==> src/rtl/striping_pkg.sv <==
// striping_pkg: declarations shared by the striping / un_striping pair.
//   DEF_WIDTH / DEF_DEPTH : default word width and per-lane FIFO depth
//   PTR_W                 : FIFO pointer width for the default depth
//   lane_t                : lane selector (LANE0 / LANE1)
package striping_pkg;

    localparam int DEF_WIDTH = 32;
    localparam int DEF_DEPTH = 4;
    localparam int PTR_W     = $clog2(DEF_DEPTH);

    typedef enum logic {
        LANE0 = 1'b0,
        LANE1 = 1'b1
    } lane_t;

endpackage

==> src/rtl/lane_fifo.sv <==
// lane_fifo: small synchronous FIFO that absorbs skew on one striped lane.
//   clk_2f   : clock, rising edge
//   reset    : asynchronous, active-high; empties the FIFO
//   push/din : write strobe and word
//   pop      : read strobe; ignored when empty
//   dout     : head word, combinational from storage
//   empty    : no words held
//   full     : DEPTH words held
//   overflow : one-cycle pulse, a pushed word was dropped this edge
module lane_fifo #(
    parameter int WIDTH = 32,
    parameter int DEPTH = 4
) (
    input  logic             clk_2f,
    input  logic             reset,
    input  logic             push,
    input  logic [WIDTH-1:0] din,
    input  logic             pop,
    output logic [WIDTH-1:0] dout,
    output logic             empty,
    output logic             full,
    output logic             overflow
);

    localparam int            PW       = $clog2(DEPTH);
    localparam logic [PW:0]   FULL_CNT = (PW + 1)'(DEPTH);
    localparam logic [PW:0]   CNT_ONE  = (PW + 1)'(1);
    localparam logic [PW-1:0] PTR_ONE  = PW'(1);

    logic [WIDTH-1:0] mem_q [DEPTH];
    logic [PW-1:0]    wr_ptr_q, wr_ptr_d;
    logic [PW-1:0]    rd_ptr_q, rd_ptr_d;
    logic [PW:0]      cnt_q, cnt_d;
    logic             do_push, do_pop;

    assign empty = (cnt_q == '0);
    assign full  = (cnt_q == FULL_CNT);
    assign dout  = mem_q[rd_ptr_q];

    // A pop on a full FIFO frees the slot in the same edge, so the push is kept.
    assign do_pop   = pop & ~empty;
    assign do_push  = push & (~full | do_pop);
    assign overflow = push & full & ~do_pop;

    always_comb begin
        wr_ptr_d = wr_ptr_q;
        rd_ptr_d = rd_ptr_q;
        cnt_d    = cnt_q;
        if (do_push) wr_ptr_d = wr_ptr_q + PTR_ONE;
        if (do_pop)  rd_ptr_d = rd_ptr_q + PTR_ONE;
        case ({do_push, do_pop})
            2'b10:   cnt_d = cnt_q + CNT_ONE;
            2'b01:   cnt_d = cnt_q - CNT_ONE;
            default: cnt_d = cnt_q;
        endcase
    end

    always_ff @(posedge clk_2f or posedge reset) begin
        if (reset) begin
            wr_ptr_q <= '0;
            rd_ptr_q <= '0;
            cnt_q    <= '0;
        end else begin
            wr_ptr_q <= wr_ptr_d;
            rd_ptr_q <= rd_ptr_d;
            cnt_q    <= cnt_d;
        end
    end

    // Storage needs no reset: contents are only visible through a non-empty head.
    always_ff @(posedge clk_2f) begin
        if (do_push) mem_q[wr_ptr_q] <= din;
    end

endmodule

==> src/rtl/un_striping.sv <==
// un_striping: merges two striped lanes into one word stream, lane 0 first,
// strict round-robin. Each lane is buffered in a lane_fifo; the selector only
// ever pops the lane whose turn it is, and waits when that lane is empty.
//   clk_2f, reset        : clock and asynchronous active-high reset
//   lane_0/valid_0       : lane 0 word and one-cycle strobe
//   lane_1/valid_1       : lane 1 word and one-cycle strobe
//   data_out/valid_out   : registered merged word and its strobe
//   err_overflow         : sticky, a lane word was dropped on a full FIFO
module un_striping
    import striping_pkg::*;
#(
    parameter int WIDTH = DEF_WIDTH,
    parameter int DEPTH = DEF_DEPTH
) (
    input  logic             clk_2f,
    input  logic             reset,
    input  logic [WIDTH-1:0] lane_0,
    input  logic             valid_0,
    input  logic [WIDTH-1:0] lane_1,
    input  logic             valid_1,
    output logic [WIDTH-1:0] data_out,
    output logic             valid_out,
    output logic             err_overflow
);

    lane_t            exp_q, exp_d;
    logic [WIDTH-1:0] data_q, data_d;
    logic             valid_q, valid_d;
    logic             err_q, err_d;

    logic [WIDTH-1:0] dout0, dout1, head;
    logic             empty0, empty1, full0, full1, ovf0, ovf1;
    logic             avail, pop0, pop1;

    lane_fifo #(.WIDTH(WIDTH), .DEPTH(DEPTH)) u_fifo0 (
        .clk_2f   (clk_2f),
        .reset    (reset),
        .push     (valid_0),
        .din      (lane_0),
        .pop      (pop0),
        .dout     (dout0),
        .empty    (empty0),
        .full     (full0),
        .overflow (ovf0)
    );

    lane_fifo #(.WIDTH(WIDTH), .DEPTH(DEPTH)) u_fifo1 (
        .clk_2f   (clk_2f),
        .reset    (reset),
        .push     (valid_1),
        .din      (lane_1),
        .pop      (pop1),
        .dout     (dout1),
        .empty    (empty1),
        .full     (full1),
        .overflow (ovf1)
    );

    // Only the expected lane is considered; the other lane is never drained early.
    assign avail = (exp_q == LANE0) ? ~empty0 : ~empty1;
    assign head  = (exp_q == LANE0) ? dout0 : dout1;
    assign pop0  = avail & (exp_q == LANE0);
    assign pop1  = avail & (exp_q == LANE1);

    always_comb begin
        exp_d   = exp_q;
        data_d  = data_q;
        valid_d = avail;
        err_d   = err_q | ovf0 | ovf1;
        if (avail) begin
            data_d = head;
            exp_d  = (exp_q == LANE0) ? LANE1 : LANE0;
        end
    end

    always_ff @(posedge clk_2f or posedge reset) begin
        if (reset) begin
            exp_q   <= LANE0;
            data_q  <= '0;
            valid_q <= 1'b0;
            err_q   <= 1'b0;
        end else begin
            exp_q   <= exp_d;
            data_q  <= data_d;
            valid_q <= valid_d;
            err_q   <= err_d;
        end
    end

    assign data_out     = data_q;
    assign valid_out    = valid_q;
    assign err_overflow = err_q;

    // full flags are consumed inside the FIFOs; kept visible for debug.
    logic unused_full;
    assign unused_full = full0 ^ full1;

endmodule

==> config.mk <==
export PLATFORM = sky130hd
export DESIGN_NAME = un_striping
export DESIGN_NICKNAME = d
export VERILOG_FILES = /design/src/rtl/striping_pkg.sv /design/src/rtl/lane_fifo.sv /design/src/rtl/un_striping.sv
export SDC_FILE = /design/constraint.sdc
export NUM_CORES = 1
export LEC_CHECK = 0
export BUFFER_PORTS_ARGS = -buffer_cell sky130_fd_sc_hd__buf_2
export CAP_MARGIN = 20
export CORE_UTILIZATION = 50
export CTS_CLUSTER_SIZE = 28
export DETAILED_ROUTE_END_ITERATION = 12
export GPL_TIMING_DRIVEN = 0
export PLACE_DENSITY = 0.8
export SLEW_MARGIN = 20
export SYNTH_ARGS = -nofsm -noshare
export SYNTH_HDL_FRONTEND = slang
export SYNTH_SLANG_ARGS = --single-unit
==> constraint.sdc <==
create_clock -name clk_2f -period 3.19 [get_ports clk_2f]
set_clock_uncertainty 0.05 [all_clocks]
set_input_delay 0.638 -clock clk_2f [delete_from_list [all_inputs] [get_ports clk_2f]]
set_output_delay 0.638 -clock clk_2f [all_outputs]
set_load 0.05 [all_outputs]
Word level (Yosys, flattened, before mapping)
Memories as Yosys holds them, arrays and structs flattened. Cells that the tools add are included.

Add/subtract/negate cells: 8. Eq/ne operators: 6. Muxes and demuxes: 9. Bitwise gates (word level): 21. Reduce and logical (&&, ||, !) cells: 4.

Operator list (count): 32-bit two-way mux (1); 3-bit case mux with 2 select lines (2); 1-bit bitwise AND (10); 2-bit by 1-bit adder with 2-bit output, second input constant (4); 1-bit NOT (7); 3-bit by 1-bit adder with 3-bit output, second input constant (2); 3-bit equality test, second input constant (2); 3-bit logical NOT (2); 1-bit two-way mux (6); 3-bit by 1-bit subtractor with 3-bit output, second input constant (2); 2-bit by 1-bit equality test with 1-bit output, second input constant (2); 2-bit equality test, second input constant (2); 1-bit bitwise OR (4); 2-bit nonzero test (2).

Register bits after elaboration: 49. Memory bits (writable): 256. Input port bits: 68. Output and inout bits: 34. Word-level logic and storage cells: 60. Memories: 2.

Memories: u_fifo0.mem_q (depth 4, bits a word 32, rd ports 1, clocked after Yosys merged registers in 0, write ports 1, line lane_fifo.sv:30) `logic [WIDTH-1:0] mem_q [DEPTH];`; u_fifo1.mem_q (depth 4, bits a word 32, rd ports 1, clocked after Yosys merged registers in 0, write ports 1, line lane_fifo.sv:30).

Logic depth before layout (Yosys ltp)
Word-level depth: 9. Depth in mapped cells: 10. Mapped depth without buffers: 9.

By module
Synthesis repeated with hierarchy kept, for this count alone.

Cell total of the unflattened synthesis: 617. Area, all modules: 12177.9 sq um.

By module, submodules not included: lane_fifo (instances 2, cells an instance 223, area each 5134.9 sq um, seq. area each 4018.9 sq um); un_striping (instances 1, cells an instance 171, area each 1908.1 sq um, seq. area each 875.8 sq um).

Worst setup path after synthesis
No wires, ideal clock.

Path kind: input port to flip-flop. Start point: in valid_0. End point: mem u_fifo0.mem_q[0][0] (enable). Setup time: 392 ps. Data arrival time: 1871 ps. Setup slack: 877 ps. Stages on the path: 3. Buffers on the path: 0. Cells stage by stage: inv_1 a31oi_1 and2_1.

Cells in the longest elaborated chain, start to end: 3.

Ends and longest elaborated chain: start, declared (line un_striping.sv:18) `input logic valid_0,`; 1-bit bitwise AND (line lane_fifo.sv:42) `assign do_push = push & (~full | do_pop);`; 1-bit two-way mux (line lane_fifo.sv:72) `if (do_push) mem_q[wr_ptr_q] <= din;`; 1-bit two-way mux (implied by the code) (line lane_fifo.sv:72); end, declared (line lane_fifo.sv:30).

No other way between the ends.

Final worst setup path
Start point: reg u_fifo1.cnt_q[0]. End point: reg u_fifo1.cnt_q[2].

Cells in the longest elaborated chain, start to end: 9.

Ends and longest elaborated chain: start, declared (line lane_fifo.sv:33) `logic [PW:0] cnt_q, cnt_d;`; start signal, assigned (line lane_fifo.sv:66) `cnt_q <= cnt_d;`; 3-bit logical NOT (line lane_fifo.sv:36) `assign empty = (cnt_q == '0);`; 1-bit NOT (line lane_fifo.sv:41, un_striping.sv:60); 1-bit two-way mux (line un_striping.sv:60) `assign avail = (exp_q == LANE0) ? ~empty0 : ~empty1;`; 1-bit bitwise AND (line un_striping.sv:63) `assign pop1 = avail & (exp_q == LANE1);`; 1-bit bitwise AND (line lane_fifo.sv:41) `assign do_pop = pop & ~empty;`; 1-bit bitwise OR (line lane_fifo.sv:42); 1-bit bitwise AND (line lane_fifo.sv:42); 2-bit by 1-bit equality test with 1-bit output or 2-bit equality test (tied branches) (line lane_fifo.sv:51) `case ({do_push, do_pop})`; 3-bit case mux with 2 select lines or 2-bit nonzero test (tied branches).

Parallel ways exist; a longest one is shown, timed or not. A chain may end at the register's enable or synchronous reset.

==> reports/metrics.cfg <==
[floorplan]
start_util_pct = 51.4
die_y_um = 155
placeableCoreArea_sq_mm = 0.0228
core.rowCount = 55
die_w_um = 155
ioPinCount = 102
die_area_sq_mm = 0.0241

[place]
dp_cells = 1015
gp_congestion = 0.804
place_hpwl_um = 16400
dpl_cell_area_sq_mm = 0.0129
port_buffers = 101

[cts]
worstSkewPairLatency_ns = 0.55
postCtsSetupBuffers = 0
cts_tree = built
cts_root_buf = clkbuf_16
numCtsBuffers = 29
clk_pin_slew_ns = 0.06
clock-sinks = 305
h-tree-depth = 1
hold_buffers = 0
cts_buffer_depth = 3
ctsResizeCount = 0

[finish]
syn_to_final_growth_pct = 18.3
drive_above_1_share_pct = 33.3
seqCellArea_sq_mm = 0.00891
multi_input_area_sq_mm = 0.00251
fin_nets = 813
fin_cells = 1073
fillers = 1632
final_area_sq_mm = 0.0139
postLayoutCoreUtil_pct = 60.8

[global_routing]
grt_max_degree = 30
use_met1_pct = 27.4
grt_util_met2_pct = 35.6
gr-total-overflow = 0
grt_pass1_wl_um = 37500
top_usage_layer = met2
track_usage_pct = 21.0
antenna_found_initial = 7
grt_pass1_vias = 6560
grtUsageMet3_pct = 4.71

[sta]
finalSetupViolCount = 0
worstMarginPinSlew_ns = 0.619
relSlewSlack_pct = 58.7
rsz0062_at_grt = false
min_period_ns = 2.59
hold_violations = 0
tns_ns = 0
max_freq_mhz = 386
fin_crit_sh_pct = 81.2
drv_slew = 0

[power]
irDropWorstVdd_mv = 0.894
power_leakage_nw = 5.02
power_density_mw_per_mm2 = 1050
finalPower_w = 0.0146

[synth]
synth_top_area_share_pct = 65.4
yosys.cell_count.top_type = edfxtp_1
synth_edf_count = 256
syn-instance-count = 592
synth-seq-area-share_pct = 75.9
synth_seq_cells = 305
synth_warnings = 0
synth_area_leader_cell = edfxtp_1
ys_async_sr_fraction_pct = 16.1
synth_fp_nets = 672
synth_common_cells = edfxtp_1, mux4_2, dfrtp_1
synth_top_flop_cell = edfxtp_1
netlist_top_cells_area = edfxtp_1, mux4_2, dfrtp_1
ys_types = 33
syn_area_per_cell_sq_um = 19.8
netlist_area_sq_mm = 0.0117

[worst_setup_path]
critPathKind = register to register
cp_max_fo = 10
endpoint_kind = register
cp.arrival_ns = 2.97
cp-start-kind = register
rr_worst_depth = 9
cp_data_required_time_ns = 3.57
worst_r2r_startpoint = u_fifo1.cnt_q[0]
r2r_slack_ns = 0.60
timing.rr.end = u_fifo1.cnt_q[2]

[run]
max_cap_violations = 0

[routing]
totalWireLength_um = 24600
drtPass1Iterations = 5
vias = 6138
routed_via_density = 5.72
post-route-drc-count = 0
drt_iter0_drc = 548
wl_per_cell_um = 22.9
final_antenna_net_count = 0

[worst_hold_path]
hold_class = input pin to asynchronous set/reset pin

[status]
status = complete, no violations

report_power, final:
group	leakage, nW	total [W]	switching, W	internal, W
Combinational	1.62	0.00515	0.00318	0.00197
Clock	0.490	0.00362	0.00147	0.00215
Sequential	2.90	0.00580	0.000396	0.00541
Total	5.02	0.0146	0.00505	0.00953
cell usage in the layout (no fill, tap or decap), drive strengths merged, types with 8 or more instances in the layout:
| master | count |
|---|---|
| a21oi | 44 |
| a22oi | 11 |
| and2 | 8 |
| buf | 133 |
| clkbuf | 45 |
| dfrtp | 49 |
| edfxtp | 256 |
| ha | 10 |
| inv | 40 |
| mux4 | 64 |
| nand2 | 26 |
| o32ai | 21 |
per-stage QoR:
stage                     worst slack [ns]  hold WS, ns
after floorplan                      0.877        0.455
after global placement               0.129        0.450
after detailed placement             0.675        0.452
after CTS                            0.627        0.104
after global routing                 0.481        0.134
final                                0.601        0.107
cell type report:
| type | count | share of cell area [%] |
|---|---|---|
| buffer | 31 | 1.40 |
| antenna | 4 | 0.0720 |
| tap | 313 | 2.82 |
| sequential | 305 | 64.1 |
| inverter | 38 | 1.03 |
| multi-input combinational | 218 | 18.1 |
| timing repair buffer | 110 | 5.15 |
| clock buffer | 37 | 5.58 |
| clock inverter | 17 | 1.76 |
cells by family after synthesis:
group / Yosys count / share of synthesized area [%]
adder cells (fa/ha/maj): 12 / 1.41
AND/OR/NAND/NOR: 46 / 1.83
multiplexers: 67 / 12.7
XOR/XNOR: 12 / 0.895
buffers and inverters: 69 / 2.86
AO/OA/AOI/OAI: 81 / 4.46
flip-flops: 305 / 75.9
flip-flops by register name (all words and copies together), names as in the netlist:
signal,count
u_fifo1.rd_ptr_q,2
err_overflow,1
exp_q,1
u_fifo1.mem_q,128
u_fifo1.wr_ptr_q,2
u_fifo0.rd_ptr_q,2
valid_out,1
u_fifo0.cnt_q,3
u_fifo0.mem_q,128
u_fifo1.cnt_q,3
u_fifo0.wr_ptr_q,2
data_out,32
metal layers:
metal	part of all wire (%)	vias up
li1	-	2649
met1	39	3153
met2	51	280
met3	7.9	52
met4	2.0	4
met5	0.089	-
critical path: stages, from the launching register on:
cell	delay, ns
dfrtp_1	0.45
o31ai_2	0.55
buf_2	0.41
inv_1	0.11
ha_1	0.23
inv_1	0.08
fa_1	0.18
xor2_1	0.17
nor2_1	0.08
xor2_1	0.14
worst max-delay path by stage:
stage | startpoint | endpoint | slack, ns | cells past startpoint
final | u_fifo1.cnt_q[0] | u_fifo1.cnt_q[2] | 0.60 | 9
after global routing | u_fifo1.cnt_q[0] | u_fifo1.cnt_q[2] | 0.48 | 9
after CTS | u_fifo1.cnt_q[0] | u_fifo1.cnt_q[1] | 0.63 | 7
after detailed placement | u_fifo1.cnt_q[0] | u_fifo1.cnt_q[2] | 0.68 | 9
after global placement | valid_0 | u_fifo0.mem_q[2][22] | 0.13 | 4
after floorplan | valid_0 | u_fifo0.mem_q[0][0] | 0.88 | 3
(Power assumes the default switching activity.)
